<file path="config.mk">
export PLATFORM = sky130hd
export DESIGN_NAME = alu_ctrl_8bit
export DESIGN_NICKNAME = d
export VERILOG_FILES = /design/src/rtl/cpu8_pkg.sv /design/src/rtl/reg_file_4x8.sv /design/src/rtl/alu_ctrl_8bit.sv
export SDC_FILE = /design/constraint.sdc
export NUM_CORES = 1
export LEC_CHECK = 0
export CAP_MARGIN = 20
export CORE_MARGIN = 4
export CORE_UTILIZATION = 51
export CTS_CLUSTER_SIZE = 30
export DETAILED_ROUTE_END_ITERATION = 16
export GPL_TIMING_DRIVEN = 0
export PLACE_DENSITY = 0.78
export SLEW_MARGIN = 10
export SYNTH_ARGS = -nofsm -noshare
export SYNTH_HDL_FRONTEND = slang
export SYNTH_SLANG_ARGS = --single-unit
</file>
<file path="constraint.sdc">
create_clock -name clk -period 2 [get_ports clk]
set_input_delay 0.3 -clock clk [delete_from_list [all_inputs] [get_ports clk]]
set_output_delay 0.3 -clock clk [all_outputs]
set_load 0.03 [all_outputs]
</file>
<file path="src/rtl/cpu8_pkg.sv">
// Shared definitions for the 8-bit ALU controller: widths, instruction
// field positions, FSM state encoding and the instruction decode helper.
package cpu8_pkg;

    localparam int DATA_W   = 8;
    localparam int INSTR_W  = 10;
    localparam int OP_W     = 3;
    localparam int REG_AW   = 2;
    localparam int NUM_REGS = 4;

    localparam int LDI_BIT  = 9;
    localparam int OP_MSB   = 8;
    localparam int OP_LSB   = 6;
    localparam int RD_MSB   = 5;
    localparam int RD_LSB   = 4;
    localparam int RS1_MSB  = 3;
    localparam int RS1_LSB  = 2;
    localparam int RS2_MSB  = 1;
    localparam int RS2_LSB  = 0;

    typedef enum logic [1:0] {
        ST_IDLE  = 2'd0,
        ST_READ  = 2'd1,
        ST_EXEC  = 2'd2,
        ST_WRITE = 2'd3
    } state_t;

    typedef struct packed {
        logic              ldi;
        logic [OP_W-1:0]   op;
        logic [REG_AW-1:0] rd;
        logic [REG_AW-1:0] rs1;
        logic [REG_AW-1:0] rs2;
    } instr_t;

    function automatic instr_t decode_instr(input logic [INSTR_W-1:0] raw);
        instr_t d;
        d.ldi = raw[LDI_BIT];
        d.op  = raw[OP_MSB:OP_LSB];
        d.rd  = raw[RD_MSB:RD_LSB];
        d.rs1 = raw[RS1_MSB:RS1_LSB];
        d.rs2 = raw[RS2_MSB:RS2_LSB];
        return d;
    endfunction

endpackage

</file>
<file path="src/rtl/reg_file_4x8.sv">
// Four 8-bit general-purpose registers: one synchronous write port and
// three asynchronous read ports (two operands plus debug).
module reg_file_4x8
    import cpu8_pkg::*;
(
    input  logic              clk,
    input  logic              rst_n,
    input  logic              we,
    input  logic [REG_AW-1:0] waddr,
    input  logic [DATA_W-1:0] wdata,
    input  logic [REG_AW-1:0] raddr_a,
    input  logic [REG_AW-1:0] raddr_b,
    input  logic [REG_AW-1:0] raddr_c,
    output logic [DATA_W-1:0] rdata_a,
    output logic [DATA_W-1:0] rdata_b,
    output logic [DATA_W-1:0] rdata_c
);

    logic [DATA_W-1:0] regs [NUM_REGS];

    always_ff @(posedge clk) begin
        if (!rst_n) begin
            for (int i = 0; i < NUM_REGS; i++) begin
                regs[i] <= '0;
            end
        end else if (we) begin
            regs[waddr] <= wdata;
        end
    end

    assign rdata_a = regs[raddr_a];
    assign rdata_b = regs[raddr_b];
    assign rdata_c = regs[raddr_c];

endmodule

</file>
<file path="src/rtl/alu_ctrl_8bit.sv">
// Sequencer for an external 8-bit ALU: fetches operands from a 4x8 register
// file, captures the ALU result and flags, and writes the result back.
//
// state    | meaning
// ---------+----------------------------------------------------------
// ST_IDLE  | instr_ready=1, waiting for an instruction offer
// ST_READ  | operands and op registered onto the ALU inputs (skipped for ldi)
// ST_EXEC  | ALU result (or immediate) and flags captured
// ST_WRITE | done pulse; result written to r[rd] at the end of the cycle
module alu_ctrl_8bit
    import cpu8_pkg::*;
(
    input  logic               clk,
    input  logic               rst_n,
    input  logic               instr_valid,
    output logic               instr_ready,
    input  logic [INSTR_W-1:0] instr,
    input  logic [DATA_W-1:0]  instr_imm,
    output logic [DATA_W-1:0]  alu_a,
    output logic [DATA_W-1:0]  alu_b,
    output logic [OP_W-1:0]    alu_sel,
    input  logic [DATA_W-1:0]  alu_out,
    input  logic               alu_carry,
    output logic [DATA_W-1:0]  result,
    output logic               carry_flag,
    output logic               zero_flag,
    output logic               done,
    output logic               busy,
    input  logic [REG_AW-1:0]  dbg_addr,
    output logic [DATA_W-1:0]  dbg_data
);

    state_t            state;
    state_t            state_nxt;
    instr_t            ir;
    logic [DATA_W-1:0] imm_q;
    logic              accept;
    logic              rf_we;
    logic [DATA_W-1:0] rs1_data;
    logic [DATA_W-1:0] rs2_data;

    always_ff @(posedge clk) begin
        if (!rst_n) begin
            state <= ST_IDLE;
        end else begin
            state <= state_nxt;
        end
    end

    always_comb begin
        state_nxt   = state;
        instr_ready = 1'b0;
        done        = 1'b0;
        busy        = 1'b1;
        rf_we       = 1'b0;
        case (state)
            ST_IDLE: begin
                instr_ready = 1'b1;
                busy        = 1'b0;
                if (instr_valid) begin
                    state_nxt = ST_READ;
                end
            end
            ST_READ: begin
                state_nxt = ST_EXEC;
            end
            ST_EXEC: begin
                state_nxt = ST_WRITE;
            end
            ST_WRITE: begin
                done      = 1'b1;
                rf_we     = 1'b1;
                state_nxt = ST_IDLE;
            end
            default: begin
                state_nxt = ST_IDLE;
            end
        endcase
    end

    assign accept = instr_valid && instr_ready;

    // Operands are read in READ, before this instruction's own write-back,
    // so rd aliasing rs1/rs2 naturally sees the old value.
    always_ff @(posedge clk) begin
        if (!rst_n) begin
            ir         <= '0;
            imm_q      <= '0;
            alu_a      <= '0;
            alu_b      <= '0;
            alu_sel    <= '0;
            result     <= '0;
            carry_flag <= 1'b0;
            zero_flag  <= 1'b0;
        end else begin
            if (accept) begin
                ir    <= decode_instr(instr);
                imm_q <= instr_imm;
            end
            if (state == ST_READ && !ir.ldi) begin
                alu_a   <= rs1_data;
                alu_b   <= rs2_data;
                alu_sel <= ir.op;
            end
            if (state == ST_EXEC) begin
                if (ir.ldi) begin
                    result    <= imm_q;
                    zero_flag <= (imm_q == '0);
                end else begin
                    result     <= alu_out;
                    carry_flag <= alu_carry;
                    zero_flag  <= (alu_out == '0);
                end
            end
        end
    end

    reg_file_4x8 u_reg_file (
        .clk     (clk),
        .rst_n   (rst_n),
        .we      (rf_we),
        .waddr   (ir.rd),
        .wdata   (result),
        .raddr_a (ir.rs1),
        .raddr_b (ir.rs2),
        .raddr_c (dbg_addr),
        .rdata_a (rs1_data),
        .rdata_b (rs2_data),
        .rdata_c (dbg_data)
    );

endmodule

</file>
Yosys cells after proc, flatten, opt, wreduce, memory -nomap -nowiden
Memory sizes are Yosys's and may differ from the RTL's. A register that Yosys moved wholly into a read port is not among the register bits.
Index checks and enable logic that the tools add are counted.
{"block": "totals", "memories": 1, "input_bits": 32, "mem_bits_rw": 32, "ff_bits": 33, "output_inout_bits": 40, "wordCells": 41}
{"name": "u_reg_file.regs", "depth": 4, "word_bits": 8, "rd": 3, "rd_ports_with_merged_regs": 2, "write_ports": 4, "line_no": "reg_file_4x8.sv:19", "rtl": "logic [DATA_W-1:0] regs [NUM_REGS];"}
{"block": "classes", "reduce_logical": 10, "n_bitwise": 1, "eq_ne": 4, "n_mux": 14}
{"cell": "zero test 8 bit", "count": 2}
{"cell": "2-to-1 mux 8 bit", "count": 2}
{"cell": "2-to-1 mux 1 bit", "count": 9}
{"cell": "one-hot mux 2 bit (4 select lines)", "count": 1}
{"cell": "OR reduction 8 bit", "count": 1}
{"cell": "equality test 2 bit, second input constant", "count": 2}
{"cell": "2-to-1 mux 2 bit", "count": 2}
{"cell": "zero test 1 bit", "count": 3}
{"cell": "equality test 2 x 1 -> 1 bit, second input constant", "count": 1}
{"cell": "logical AND 1 bit", "count": 2}
{"cell": "zero test 2 bit", "count": 1}
{"cell": "!= test 2 bit, second input constant", "count": 1}
{"cell": "AND reduction 2 bit", "count": 1}
{"cell": "NOT 1 bit", "count": 1}

Longest topological paths before layout
Gate-level depths: netlist (run 1).
{"block": "logic_depth", "word_depth": 7, "depth_mapped": 8}

Hierarchy
A second synthesis (run 1) with hierarchy kept.
{"block": "hier_totals", "hier_cells": 337, "hier_area_um2": 3870.0}
{"mod": "alu_ctrl_8bit", "cells_per_inst": 230, "n_inst": 1, "seq_area_each_um2": 980.9, "area_each_um2": 2039.5}
{"mod": "reg_file_4x8", "cells_per_inst": 107, "n_inst": 1, "seq_area_each_um2": 960.9, "area_each_um2": 1830.5}

Worst setup path after synthesis (run 1)
No wires, ideal clock.
{"block": "synth_timing", "path_kind": "register to register", "startpoint": "register state[0]", "endpoint": "memory u_reg_file.regs[1][0] (enable)", "stages_incl_launch_ff": 5, "path_slack_ns": 0.027, "setup_ns": 0.334, "arrival_ns": 1.639, "required_time_ns": 1.666, "period_less_slack_ns": 1.973, "path_cell_list": "dfxtp_1 -> ha_1 -> nand2_1 -> nor3b_2 -> nand2b_1"}
{"item": "start: declaration", "line_no": "alu_ctrl_8bit.sv:33", "rtl": "state_t state;"}
{"item": "start signal: assignment", "line_no": "alu_ctrl_8bit.sv:46", "rtl": "state <= state_nxt;"}
{"item": "end: declaration", "line_no": "reg_file_4x8.sv:19"}

==> results of run 1 <==
Yosys cell counts, types with 2 or more instances:
master                     instances
sky130_fd_sc_hd__dfxtp_1          49
sky130_fd_sc_hd__nand2_1          39
sky130_fd_sc_hd__edfxtp_1         32
sky130_fd_sc_hd__and2_1           25
sky130_fd_sc_hd__mux4_2           24
sky130_fd_sc_hd__a21oi_1          20
sky130_fd_sc_hd__a22o_1           16
sky130_fd_sc_hd__nor2_1           14
sky130_fd_sc_hd__mux2i_1          12
sky130_fd_sc_hd__a211oi_1          8
sky130_fd_sc_hd__and3_1            8
sky130_fd_sc_hd__clkbuf_1          8
sky130_fd_sc_hd__buf_2             7
sky130_fd_sc_hd__ha_1              4
sky130_fd_sc_hd__buf_6             3
sky130_fd_sc_hd__inv_1             3
sky130_fd_sc_hd__nand2b_1          3
sky130_fd_sc_hd__nand3_1           2
sky130_fd_sc_hd__nor3_1            2
sky130_fd_sc_hd__nor3b_2           2
sky130_fd_sc_hd__nor4_1            2
sky130_fd_sc_hd__o21ai_0           2
power by group:
group	internal, mW	switching (mW)
sequential	1.97	0.223
combinational	0.817	1.06
clock	0.767	0.601
total	3.56	1.88
sequential cells by signal, indices dropped and copies added (netlist names):
signal           cells
alu_a                8
alu_b                8
alu_sel              3
carry_flag           1
imm_q                8
ir                  10
result               8
state                2
u_reg_file.regs     32
zero_flag            1
layout make-up:
cell class / instances / share of cell area
well taps: 96 / 0.0254
multi-input cells: 192 / 0.339
clock buffers: 12 / 0.0397
repair buffers: 72 / 0.148
plain buffers: 20 / 0.0233
flip-flops and latches: 81 / 0.410
clock inverters: 4 / 0.0116
inverters: 4 / 0.00317
metal layers:
layer,part of all wire,track usage
met1,0.41,0.245
met2,0.52,0.356
met3,0.056,0.0357
met4,0.012,0.0879
met5,0,0
logic make-up (layout without fill, tap and decap cells):
family | Yosys count | in the layout | share of synthesized area
adder cells (fa/ha/maj) | 4 | 4 | 0.0137
AND/OR/NAND/NOR | 104 | 104 | 0.149
multiplexers | 36 | 36 | 0.181
buffers and inverters | 24 | 112 | 0.0344
AO/OA/AOI/OAI | 48 | 48 | 0.0883
flip-flops | 81 | 81 | 0.533
metrics by stage:
step           worst slack, ns  area (um2)  TNS [ns]
3_5_place_dp            -0.591        4450    -13.45
6_report                0.0658        4730         0
2_1_floorplan           0.0268        3640         0
5_1_grt                0.00469        4730         0
4_1_cts                 0.0586        4730         0
3_3_place_gp            -0.562        4450    -12.00
critical path, delay by kind of cell, from the launching register on:
kind,cells,cell delay [ns]
buf+inv,1,0.37
flops,1,0.44
mux,1,0.49
how the worst min path moves through the flow:
stage | start | to | slack (ns) | cells past startpoint
floorplan | ir[6] | ir[6] | 0.44 | 2
detailed placement | ir[7] | ir[7] | 0.46 | 2
global placement | ir[8] | ir[8] | 0.44 | 2
CTS | ir[7] | ir[7] | 0.47 | 2
global route | instr_imm[6] | imm_q[6] | 0.50 | 3
finish | ir[6] | ir[6] | 0.47 | 2
what timing repair did:
| item | in CTS | in global routing |
|---|---|---|
| pin swaps | 3 | 0 |
| gates resized for setup | 17 | 1 |
| buffers inserted | 3 | 0 |
| gates cloned | 0 | 0 |
| setup endpoints to repair | 35 | 10 |
==> metrics.md, run 1 <==
| Metric | Value |
|---|---|
| Fill cell instance count of the final layout | `522` |
| Number of global-route vias before repair | `2661` |
| Count of flip-flops with a built-in enable after synthesis | `32` |
| Commonest non-fill, non-tap cells in the layout | `sky130_fd_sc_hd__clkdlybuf4s50_1 (58), sky130_fd_sc_hd__dfxtp_1 (49), sky130_fd_sc_hd__nand2_1 (39), sky130_fd_sc_hd__edfxtp_1 (32), sky130_fd_sc_hd__and2_1 (25)` |
| Kind of end point of the critical path | `output pin` |
| Most common cell after layout, fill and taps aside | `sky130_fd_sc_hd__clkdlybuf4s50_1` |
| Grt ovf | `0` |
| Placed wire-length estimate | `6.05 mm` |
| Netlist cell types | `34` |
| CTS root buffer | `sky130_fd_sc_hd__clkbuf_8` |
| Core area | `6870 um2` |
| Unrepaired setup endpoints after global routing | `no` |
| Register-to-register setup slack | `0.19 ns` |
| CTS max path bufs | `2` |
| Post-layout utilization of the core | `0.689` |
| Number of endpoints failing setup at the final stage | `0` |
| Post-detailed-route count of antenna-violating nets | `0` |
| Post-CTS clock slew at the launch and capture registers of the worst setup and hold paths | `0.08 ns` |
| Ratio of cells with drive above 1 in the final layout | `0.169` |
| Pin slew with the least headroom to its limit | `0.614 ns` |
| Total routing usage reported by global routing | `0.203` |
| Synth Instances | `297` |
| Min Hold Slack | `0.472 ns` |
| Die X | `92.5 um` |
| Initial core utilization | `0.530` |
| Fin. Hold Viols | `0` |
| Post-synthesis async set-or-reset flop share | `0` |
| Startpoint type of the worst setup path | `register` |
| Maximum cell stage delay along the critical path | `0.49 ns` |
| Worst clock skew | `0.00671 ns` |
| Final critical path time including I/O delays and setup | `1.93 ns` |
| Synthesis-to-finish area growth | `30.0%` |
| Detailed-route wire length | `8.17 mm` |
| Share of the cycle needed by the critical path after routing | `0.967` |
| Detailed-route wire length per cell | `17.0 um` |
| DRC Markers | `0` |
| Top post-synthesis cells by area | `sky130_fd_sc_hd__dfxtp_1 (27%), sky130_fd_sc_hd__edfxtp_1 (26%), sky130_fd_sc_hd__mux4_2 (15%)` |
| Leakage dissipation | `1.77 nW` |
| Final weighted congestion in routability-driven placement | `0.815` |
| Clock H-tree levels | `3` |
| Total of warnings raised by yosys | `0` |
| Cell area after technology mapping | `3640 um2` |
| Status | `finished, final reports clean` |
| Path class of the lowest-slack min-delay path | `reg -> reg` |
| WP data arrival | `1.63 ns` |
| Synth Area per Inst | `12.3 um2` |
| Tot Pwr | `5.44 mW` |
| Highest achievable clock rate | `517 MHz` |
| Detailed-router iteration count before antenna repair | `4` |
| Largest net degree at the start of global routing | `15` |
| Slowest CP cell | `sky130_fd_sc_hd__mux4_2` |
| Cell count after placement | `462` |
| Endpoint required time on the critical path | `1.70 ns` |
| Destination of the critical timing path | `dbg_data[5]` |
| Number of core rows | `30` |
| Area fraction of the dominant cell type after synthesis | `0.269` |
| Non-filler cells, final | `481` |
| Beginning of the critical path | `u_reg_file.regs[3][5]` |
| Post-synth top area cell | `sky130_fd_sc_hd__dfxtp_1` |
| Antenna violations before repair | `0` |
| Sequential-to-total area share from yosys stat | `0.533` |
| Final net count | `416` |
| Number of buffers added by the clock tree synthesis step | `9` |
| Total number of vias | `2599` |
| Most instantiated flip-flop cell in the synthesis netlist | `sky130_fd_sc_hd__dfxtp_1` |
| Power per cell area | `1150 nW/um2` |
| Cell-by-cell trace of the critical path | `mux4_2 > dlygate4sd2_1` |
| Synthesized net count | `333` |
| Post-cts hold buffer count | `0` |
| Largest driver fanout on the critical path | `3` |
| Headroom to the max-slew limit | `0.590` |
| Clock tree from TritonCTS | `built` |
| Sequential cell area | `1940 um2` |
| Die area | `8560 um2` |
| Area used by multi-input combinational logic | `1600 um2` |
| ANT cells | `0` |
| Clock latency reported for the late side of the worst-skew pair | `0.35 ns` |
| Global-route wire length before repair | `13.4 mm` |
| Maximum VDD drop | `0.762 mV` |
| Via density | `5.40` |
| Critical register-to-register path startpoint | `state[0]` |
| Number of storage elements in the synthesis netlist | `81` |
| Count of buffers inserted at the top-level ports | `69` |
| Final number of max-transition violations | `0` |
| Violation count after the first detailed-routing iteration | `109` |
| Reg2reg path depth | `4` |
| Count of boundary I/O pins | `72` |
| Max-cap viol count | `0` |
| Critical setup path kind | `reg -> out` |
| Chip height | `92.5 um` |
| Worst flop-to-flop path endpoint | `u_reg_file.regs[0][0]` |
| Clk sink count | `81` |
No activity file was read; power rests on OpenSTA's default activity.
==> run 2: changes to the inputs <==
CELL_PAD_IN_SITES_DETAIL_PLACEMENT = 1   (was default)
CELL_PAD_IN_SITES_GLOBAL_PLACEMENT = 1   (was default)
CORE_UTILIZATION = 41   (was 51)
PLACE_DENSITY = 0.79   (was 0.78)
==> metrics.md, run 2 (same netlist as run 1, synthesis figures left out) <==
| Metric | Value |
|---|---|
| Clk sink count | `81` |
| Critical setup path kind | `reg -> out` |
| Clock tree from TritonCTS | `built` |
| Violation count after the first detailed-routing iteration | `75` |
| Largest Register | `u_reg_file.regs` |
| Power per cell area | `1160 nW/um2` |
| Endpoint required time on the critical path | `1.70 ns` |
| Post-detailed-route count of antenna-violating nets | `0` |
| Number of endpoints failing setup at the final stage | `0` |
| Post-CTS clock slew at the launch and capture registers of the worst setup and hold paths | `0.08 ns` |
| Grt ovf | `0` |
| Setup Total Neg Slack | `0 ns` |
| Highest achievable clock rate | `515 MHz` |
| Startpoint type of the worst setup path | `register` |
| Maximum VDD drop | `0.500 mV` |
| Max-cap viol count | `0` |
| Top Registers | `u_reg_file.regs: 32 flops, ir: 10 flops` |
| Final net count | `415` |
| DRC Markers | `0` |
| ANT cells | `0` |
| Detailed-route wire length per cell | `19.0 um` |
| Detailed-router iteration count before antenna repair | `4` |
| Min Hold Slack | `0.467 ns` |
| Via density | `5.45` |
| Chip height | `102 um` |
| Path class of the lowest-slack min-delay path | `reg -> reg` |
| Number of core rows | `34` |
| Kind of end point of the critical path | `output pin` |
| WP data arrival | `1.64 ns` |
| CTS max path bufs | `2` |
| Placed wire-length estimate | `7.14 mm` |
| Status | `finished, final reports clean` |
| Unrepaired setup endpoints after global routing | `no` |
| Count of boundary I/O pins | `72` |
| Headroom to the max-slew limit | `0.534` |
| Die area | `10500 um2` |
| Total number of vias | `2681` |
| Count of buffers inserted at the top-level ports | `69` |
| Total routing usage reported by global routing | `0.192` |
| Largest driver fanout on the critical path | `3` |
| Detailed-route wire length | `9.35 mm` |
| Post-layout utilization of the core | `0.546` |
| Worst clock skew | `0.00817 ns` |
| Antenna violations before repair | `0` |
| Final critical path time including I/O delays and setup | `1.94 ns` |
| Commonest non-fill, non-tap cells in the layout | `sky130_fd_sc_hd__clkdlybuf4s50_1 (58), sky130_fd_sc_hd__dfxtp_1 (49), sky130_fd_sc_hd__nand2_1 (39), sky130_fd_sc_hd__edfxtp_1 (32), sky130_fd_sc_hd__and2_1 (25)` |
| Core area | `8680 um2` |
| Share of the cycle needed by the critical path after routing | `0.970` |
| Final number of max-transition violations | `0` |
| Ratio of cells with drive above 1 in the final layout | `0.169` |
| Tot Pwr | `5.48 mW` |
| Pin slew with the least headroom to its limit | `0.699 ns` |
| Largest net degree at the start of global routing | `14` |
| Max FFs per register | `32` |
| Die X | `102 um` |
| Fin. Hold Viols | `0` |
| CTS root buffer | `sky130_fd_sc_hd__clkbuf_8` |
| Synthesis-to-finish area growth | `30.0%` |
| Global-route wire length before repair | `15.1 mm` |
| Leakage dissipation | `1.77 nW` |
| Final weighted congestion in routability-driven placement | `0.771` |
| Number of buffers added by the clock tree synthesis step | `9` |
| Most common cell after layout, fill and taps aside | `sky130_fd_sc_hd__clkdlybuf4s50_1` |
| Clock latency reported for the late side of the worst-skew pair | `0.34 ns` |
| Clock H-tree levels | `3` |
| Initial core utilization | `0.420` |
| Number of global-route vias before repair | `2971` |
==> run 2: per-stage QoR <==
stage / std cells / worst slack, ns / cell area (um2)
floorplan: 297 / 0.0268 / 3640
global placement: 474 / -0.558 / 4470
detailed placement: 474 / -0.590 / 4470
CTS: 493 / 0.0330 / 4730
global route: 492 / 0.00632 / 4730
finish: 492 / 0.0595 / 4730
==> run 2: path summary, 6_finish.rpt <==
check | startpoint | endpoint | slack (ns) | cells past startpoint
hold reg to reg | ir[6] | ir[6] | 0.47 | 2
setup reg to reg | state[0] | u_reg_file.regs[2][5] | 0.16 | 4
setup / recovery | u_reg_file.regs[3][6] | dbg_data[6] | 0.06 | 2
hold / removal | ir[6] | ir[6] | 0.47 | 2
==> run 2: critical path, stage by stage (launching register included) <==
cell and delay [ns]:
sky130_fd_sc_hd__edfxtp_1 0.43, sky130_fd_sc_hd__mux4_2 0.50, sky130_fd_sc_hd__dlygate4sd2_1 0.37
==> run 2: cell type report <==
type	instances	area, um2
Fill cell	959	3940
Sequential cell	81	1940
Multi-Input combinational cell	192	1610
Timing Repair Buffer	72	701
Clock buffer	11	151
Tap cell	108	135
Buffer	19	106
Clock inverter	5	76.3
Inverter	4	15.0
==> run 2: layer usage <==
layer | routed length (um) | track usage | share of wire | vias up
met3 | 514 | 0.0287 | 0.055 | 12
met5 | 0 | 0 | 0 | -
li1 | - | - | - | 1254
met4 | 136 | 0.0686 | 0.015 | 0
met2 | 4880 | 0.359 | 0.52 | 90
met1 | 3820 | 0.221 | 0.41 | 1325
==> run 2: report_power, final <==
group          switching, mW  internal, mW  total [mW]
Combinational           1.10         0.821        1.92
Clock                  0.588         0.768        1.36
Sequential             0.235          1.97        2.21
==> run 2: repair_timing <==
action                                  4_1_cts  5_1_grt
hold buffers                                  0        0
pin swaps                                     3        0
resized for setup                            18        2
setup buffers                                 3        0
endpoints found under the setup margin       35       28
gates cloned                                  0        0
